==> src/rtl/softmax_stream_unit.sv <==
// Streaming fixed-point softmax: frame captured in IDLE, then MAX/EXP/SUM/DIV passes of N_CLASSES cycles each; result held in OUT until out_ready.
// Optional argmax_idx output is enabled by defining SOFTMAX_ARGMAX_EN.
module softmax_stream_unit #(
  parameter int N_CLASSES = 10,
  parameter int DATA_W    = 16,
  parameter int FRAC_W    = 8
) (
  input  logic                          clk,
  input  logic                          rst,
  input  logic [N_CLASSES*DATA_W-1:0]   in_data,
  input  logic                          in_valid,
  output logic                          in_ready,
  output logic [N_CLASSES*DATA_W-1:0]   out_data,
  output logic                          out_valid,
  input  logic                          out_ready
`ifdef SOFTMAX_ARGMAX_EN
  ,
  output logic [$clog2(N_CLASSES)-1:0]  argmax_idx
`endif
);

  localparam int CNT_W = $clog2(N_CLASSES);
  localparam int SUM_W = DATA_W + CNT_W;
  localparam int NUM_W = DATA_W + FRAC_W;
  localparam int DIV_W = NUM_W + SUM_W;
  localparam int ONE_I = 1 << FRAC_W;
  localparam logic signed [DATA_W:0]   ONE    = (DATA_W+1)'(ONE_I);
  localparam logic signed [DATA_W:0]   CUTOFF = (DATA_W+1)'(-2 * ONE_I);
  localparam logic signed [DATA_W-1:0] X_MIN  = {1'b1, {(DATA_W-1){1'b0}}};

  typedef enum logic [2:0] {IDLE, MAX, EXP, SUM, DIV, OUT} state_t;
  state_t state, state_nxt;

  logic [N_CLASSES*DATA_W-1:0] frame_r;
  logic [DATA_W-1:0]           e_mem [N_CLASSES];
  logic [CNT_W-1:0]            cnt;
  logic                        last;
  logic signed [DATA_W-1:0]    max_r, x_cur;
  logic [SUM_W-1:0]            sum_r;
  logic signed [DATA_W:0]      d, t;
  logic [2*DATA_W+1:0]         sq;
  logic [DATA_W-1:0]           e_cur, e_rd, q_sat;
  logic [DIV_W-1:0]            q;
`ifdef SOFTMAX_ARGMAX_EN
  logic [CNT_W-1:0]            max_idx;
`endif

  assign last      = (cnt == CNT_W'(N_CLASSES - 1));
  assign x_cur     = frame_r[cnt*DATA_W +: DATA_W];
  assign e_rd      = e_mem[cnt];
  assign in_ready  = (state == IDLE);
  assign out_valid = (state == OUT);

  // Piecewise-quadratic exp approximation: ((1 + d/2)^2), zero below d = -2.
  always_comb begin
    d     = {x_cur[DATA_W-1], x_cur} - {max_r[DATA_W-1], max_r};
    t     = ONE + (d >>> 1);
    sq    = {{(DATA_W+1){1'b0}}, t} * {{(DATA_W+1){1'b0}}, t};
    e_cur = (d <= CUTOFF) ? '0 : DATA_W'(sq >> FRAC_W);
  end

  always_comb begin
    q = {{SUM_W{1'b0}}, e_rd, {FRAC_W{1'b0}}} / {{NUM_W{1'b0}}, sum_r};
    if (sum_r == '0)
      q_sat = '0;
    else if (|q[DIV_W-1:DATA_W])
      q_sat = '1;
    else
      q_sat = q[DATA_W-1:0];
  end

  always_ff @(posedge clk) begin
    if (rst)
      state <= IDLE;
    else
      state <= state_nxt;
  end

  always_comb begin
    state_nxt = state;
    case (state)
      IDLE:    if (in_valid)  state_nxt = MAX;
      MAX:     if (last)      state_nxt = EXP;
      EXP:     if (last)      state_nxt = SUM;
      SUM:     if (last)      state_nxt = DIV;
      DIV:     if (last)      state_nxt = OUT;
      OUT:     if (out_ready) state_nxt = IDLE;
      default:                state_nxt = IDLE;
    endcase
  end

  always_ff @(posedge clk) begin
    if (rst) begin
      frame_r  <= '0;
      cnt      <= '0;
      max_r    <= '0;
      sum_r    <= '0;
      out_data <= '0;
`ifdef SOFTMAX_ARGMAX_EN
      max_idx    <= '0;
      argmax_idx <= '0;
`endif
    end else begin
      case (state)
        IDLE: begin
          if (in_valid) begin
            frame_r <= in_data;
            cnt     <= '0;
            max_r   <= X_MIN;
            sum_r   <= '0;
`ifdef SOFTMAX_ARGMAX_EN
            max_idx <= '0;
`endif
          end
        end
        MAX: begin
          // Strictly-greater update keeps the lowest index on ties.
          if (x_cur > max_r) begin
            max_r <= x_cur;
`ifdef SOFTMAX_ARGMAX_EN
            max_idx <= cnt;
`endif
          end
          cnt <= last ? '0 : cnt + 1'b1;
        end
        EXP: cnt <= last ? '0 : cnt + 1'b1;
        SUM: begin
          sum_r <= sum_r + SUM_W'(e_rd);
          cnt   <= last ? '0 : cnt + 1'b1;
        end
        DIV: begin
          out_data[cnt*DATA_W +: DATA_W] <= q_sat;
`ifdef SOFTMAX_ARGMAX_EN
          if (last) argmax_idx <= max_idx;
`endif
          cnt <= last ? '0 : cnt + 1'b1;
        end
        default: ;
      endcase
    end
  end

  always_ff @(posedge clk) begin
    if (state == EXP)
      e_mem[cnt] <= e_cur;
  end

endmodule

==> config.mk <==
export PLATFORM = sky130hd
export DESIGN_NAME = softmax_stream_unit
export DESIGN_NICKNAME = d
export VERILOG_FILES = /design/src/rtl/softmax_stream_unit.sv
export SDC_FILE = /design/constraint.sdc
export NUM_CORES = 2
export LEC_CHECK = 0
export ABC_CLOCK_PERIOD_IN_PS = 213100
export CAP_MARGIN = 10
export CELL_PAD_IN_SITES_DETAIL_PLACEMENT = 1
export CELL_PAD_IN_SITES_GLOBAL_PLACEMENT = 1
export CORE_UTILIZATION = 48
export CTS_BUF_LIST = sky130_fd_sc_hd__clkbuf_4 sky130_fd_sc_hd__clkbuf_8
export CTS_CLUSTER_SIZE = 20
export DETAILED_ROUTE_END_ITERATION = 8
export PLACE_DENSITY = 0.88
export SYNTH_ARGS = -nofsm -noshare
export SYNTH_HDL_FRONTEND = slang
export SYNTH_SLANG_ARGS = --single-unit
==> constraint.sdc <==
create_clock -name clk -period 213.1 [get_ports clk]
set_input_delay 42.62 -clock clk [delete_from_list [all_inputs] [get_ports clk]]
set_output_delay 42.62 -clock clk [all_outputs]
set_load 0.05 [all_outputs]
# Yosys cells after proc, flatten, opt, wreduce, memory -nomap -nowiden
# Memory sizes are Yosys's and may differ from the RTL's. A register that Yosys moved wholly into a read port is not among the register bits.
# Index checks and enable logic that the tools add are counted.
[totals]
reg_bits = 363
ram_bits = 160
input_bits = 164
output_inout_bits = 162
word_cells = 67
mem_count = 1
[memory_table]
columns = ["name", "words", "word_bits", "rd", "rd_ports_with_merged_regs", "write_ports", "line_no", "text"]
rows = [
  ["e_mem", 10, 16, 1, 1, 1, "35", "logic [DATA_W-1:0] e_mem [N_CLASSES];"],
]
[op_classes]
addsub = 5
n_mul = 1
div_mod_pow = 1
n_lt_le_gt_ge = 2
eq_ne = 13
shifts = 3
muxes = 23
n_reduce_logical = 12
[ops]
columns = ["cell", "count"]
rows = [
  ["$bwmux W160", 1],
  ["$shift A16 B34 Y160 const A", 1],
  ["$shiftx A16 B34 Y160", 1],
  ["$shiftx A160 B9 Y16", 1],
  ["$mux W16", 5],
  ["$div A24 B20 Y44", 1],
  ["$pmux W20 S2", 1],
  ["$neg A8 Y34", 1],
  ["$pmux W16 S2", 1],
  ["$reduce_or A28 Y1", 1],
  ["$mul A17 B17 Y24", 1],
  ["$add A20 B16 Y20", 1],
  ["$logic_not A20 Y1", 1],
  ["$mux W20", 1],
  ["$mux W3", 6],
  ["$pmux W3 S6", 1],
  ["$add A10 B16 Y17 const A", 1],
  ["$le A17 B10 Y1 const B", 1],
  ["$sub A16 B16 Y17", 1],
  ["$gt A16 B16 Y1", 1],
  ["$mux W4", 4],
  ["$ne A2 B2 Y1 const B", 6],
  ["$pmux W4 S2", 1],
  ["$eq A3 B2 Y1 const B", 2],
  ["other kinds (12)", 18],
]

# Logic depth before layout (Yosys ltp)
[depth]
ltp_word = 6
mapped_depth = 791
mapped_depth_nobuf = 713

# Worst setup path after synthesis
# No wires, ideal clock.
[synth_path]
path_kind = "register -> register"
startpoint = "reg sum_r[0]"
endpoint = "reg out_data[112]"
setup_ps = 132
arrival_time_ps = 147295
required_ps = 212968
setup_slack_ps = 65673
stages_incl_launch_ff = 750
synth_period_minus_slack_ps = 147427
path_cell_list = "dfxtp_1 -> clkbuf_1 -> clkinv_1 -> ha_1 -> o211a_1 -> or2_2 -> nor4b_1 -> ha_1 -> o211ai_1 -> a21boi_0 -> nor2_1 -> nand3_1 -> a21oi_1 -> ha_1 -> or3_1 -> o2111a_1 -> o211ai_1 -> mux2_2 -> [714 not listed] -> nand2b_1 -> a21oi_1 -> o311a_1 -> nand3_1 -> buf_2 -> buf_1 -> mux2_2 -> ha_1 -> a21o_1 -> a21o_1 -> a21oi_1 -> o2111ai_1 -> nor3b_1 -> nand4_1 -> a2111oi_2 -> nand4_2 -> o2111ai_1 -> a21oi_1"
[synth_between]
elab_chain_len = 6
[synth_rtl]
columns = ["element", "line_no", "text"]
rows = [
  ["start: declaration", "39", "logic [SUM_W-1:0] sum_r;"],
  ["start signal: assignment", "128", "sum_r <= sum_r + SUM_W'(e_rd);"],
  ["$div A24 B20 Y44", "63", "q = {{SUM_W{1'b0}}, e_rd, {FRAC_W{1'b0}}} / {{NUM_W{1'b0}}, sum_r};"],
  ["$reduce_or A28 Y1", "66", "else if (|q[DIV_W-1:DATA_W])"],
  ["$mux W16", "66", ""],
  ["$mux W16 *", "64", "if (sum_r == '0)"],
  ["$shiftx A16 B34 Y160 *", "132", "out_data[cnt*DATA_W +: DATA_W] <= q_sat;"],
  ["$bwmux W160 *", "132", ""],
  ["end signal: indexed assignment", "132", ""],
  ["end: declaration", "13", "output logic [N_CLASSES*DATA_W-1:0] out_data,"],
]
# Every way passes the cells marked *; elsewhere a longest branch is shown, timed or not.
# A chain may end at the register's enable or synchronous reset.

# Final worst setup path
[layout_path]
startpoint = "reg sum_r[19]"
endpoint = "reg out_data[112]"
# Same word-level chain as after synthesis.

==> metrics.txt <==
Cell variety after synth=roughly 140; first-pass GRT wire length=448 mm; routed length per instance=24.5 µm; synthesized area=between 70,000 and 80,000 µm²; core outline area=150,000 µm²; WP buf/inv=25; mux share of post-synthesis cell area=0.0572; number of fill cells=between 15,000 and 20,000; M2 GR Usage=0.635; slowest CP cell=nor2_1; footprint of the multi-input gates=about 57,000 µm²; Slew headroom=0.106; GR Layer Usage met3=0.0487; compound-cell area share of the yosys netlist=0.251; largest family of logic cells by synthesized area=compound AO/OA/AOI/OAI gates; Top Usage Layer GRT=met2; Clock Path Buffers=3; vias in the first global route=79,700; setup repair bufs after CTS=0; most frequent cells in the layout=nor2_1 (1,049), nand2_1 (1,000), a21oi_1 (949), ha_1 (789), inv_1 (431); YS warnings=0; EDFF count, synth=160; CTS tree=built; initial antenna violation count=6; Most common cell on crit path=o21a_1; Layout area overhead=10.0%; Crit. End Element=flop; TritonCTS sink count=527; largest net degree at the start of global routing=221; Slew Limit Fails=0; sequential fraction of the synthesis area=0.168; Worst EP arrival=163,660 ps; Final Hold Fails=0; worst-skew pair later-pin latency=740 ps; antenna-violating nets left=0; Worst Skew=65.3 ps; biggest area consumer among synthesized cells=ha_1; outcome=finished, final reports clean; I/O Buffers=roughly 330; die area=152,000 µm²; CTS clk-pin slew, worst paths=60 ps; post-CTS sizing=0; final setup violation count=0; Initial Util=0.483; Area contributors post-synth=ha_1 (14%), dfxtp_1 (10%), edfxtp_1 (6.6%); crit share post-route=0.765; WL final=slightly below 300 mm; CTS root buf=clkbuf_8; Global Route Usage Sum=0.366; 1st-pass router iterations=5; fmax=0.00613 GHz; CP max stage delay=~900 ps; Die H=390 µm; Total Neg Setup Slack=0 ps; Yosys top cell area share=0.137; worst-path maximum fanout=between 40 and 50; FFs w/ async S/R, synth=0; reg2reg setup slack=49,980 ps; via count=76,500; cts hold-fix bufs=0; Syn Inst Count=9,494; FF+latch count, synth=527; placer congestion estimate=0.964; Overflow after GRT=0; Ports=approximately 330; fin nets=approximately 11,000; First DRT Iteration DRCs=~5,300; Critical Path RT=between 200,000 and 250,000 ps; number of remaining DRC errors=0; Die W=around 390 µm; H-Tree Depth=3; most common cell after layout, fill and taps aside=nor2_1; top_reg_cell synth=dfxtp_1; Synth Area in XOR/XNOR=0.0577; syn_area_per_cell=7.61 µm²; hpwl dp=220 mm; HP Class=reg -> reg; Synth Area in Simple Gates=0.241; storage element area=approximately 12,000 µm²; vias per cell=6.50; family with the most delay on the worst path=compound AO/OA/AOI/OAI gates; RSZ-0062 raised after global routing=no; maxcap violations=0; Critical Path Source Type=flop; Worst Max-Slew Pin Slew=approximately 1300 ps; Num CTS Buffers=85; GR met1 Demand/Resource=0.442; Synth Area in Adders=0.181; layout cells sized above 1=0.0774; min cycle time layout=163,120 ps; critical path class=reg -> reg; # rows=142
area by class of cell:
class | instances | share of cell area
Clock inverter | 39 | 0.00459
Tap cell | 2016 | 0.0317
Antenna cell | 2 | 0.0000629
Clock buffer | 112 | 0.0180
Sequential cell | 527 | 0.153
Timing Repair Buffer | 453 | 0.0532
Inverter | 447 | 0.0211
Multi-Input combinational cell | 8173 | 0.718
synthesized netlist by cell type (76+ instances only):
master and n:
o31ai_1 121, a21oi_1 951, nor3_1 422, a21o_1 219, nor2_1 1052, dfxtp_1 367, inv_1 443, fa_1 162
a211oi_1 76, nand2b_1 118, ha_1 789, xnor2_1 277, or3_1 87, o21a_1 339, nor2b_1 83, mux2_2 162
mux2i_1 119, xor2_1 197, nand2_1 1002, nand4_1 96, a31oi_1 83, nand3_1 250, and2_1 87, or2_2 131
clkbuf_1 264, o21ai_0 321, edfxtp_1 160
flip-flops by register name, summed over array words and instances, names as in the netlist, named ones only:
name      flops
sum_r        20
max_r        16
cnt           4
state         3
frame_r     160
out_data    160
e_mem       160
cell families (layout without fill, tap and decap cells):
| kind of cell | Yosys count | count (layout) |
|---|---|---|
| XOR/XNOR | 475 | 475 |
| AND/OR/NAND/NOR | 3649 | 3649 |
| flip-flops | 527 | 527 |
| adder cells (fa/ha/maj) | 951 | 951 |
| AO/OA/AOI/OAI | 2746 | 2746 |
| multiplexers | 332 | 332 |
| other | 1 | 22 |
| buffers and inverters | 813 | 1051 |
per-stage QoR:
| step | instance area (µm²) | setup WS (ps) | hold slack [ps] | cells | util |
|---|---|---|---|---|---|
| 2_1_floorplan | 72400 | 65670 | 432 | 9513 | - |
| 3_3_place_gp | 77700 | 61080 | 439 | 11600 | 0.520 |
| 3_5_place_dp | 77700 | 53620 | 447 | 11600 | 0.520 |
| 4_1_cts | 79500 | 52870 | 455 | 11800 | 0.532 |
| 5_1_grt | 79500 | 38130 | 474 | 11800 | 0.532 |
| 6_report | 79500 | 49980 | 454 | 11800 | 0.532 |
routing by layer:
layer  wire (µm)  vias up
li1            -    35000
met1      117000    37800
met2      138000     2739
met3       17400      871
met4       15900        2
met5           9        -
worst reg2reg max path: cells and delay by family, from the launching register on:
kind | cells | cell delay, ps
AOI/OAI and AO/OA | 411 | 97270
adders and majority gates | 42 | 13570
buffers and inverters | 25 | 4990
DFF | 1 | 380
muxes | 7 | 2460
and+or+nand+nor | 197 | 44190
path summary, 6_finish.rpt:
check | from | to | cells after the start
min reg2reg | max_r[10]$_SDFFE_PP0P_ | max_r[10]$_SDFFE_PP0P_ | 2
max reg2reg | sum_r[19]$_SDFFE_PP0P_ | out_data[112]$_SDFFE_PP0P_ | 682
min | max_r[10]$_SDFFE_PP0P_ | max_r[10]$_SDFFE_PP0P_ | 2
max | sum_r[19]$_SDFFE_PP0P_ | out_data[112]$_SDFFE_PP0P_ | 682
Power is not shown: default switching activity piles up to over one toggle a cycle in this logic, so the estimate is an artifact.
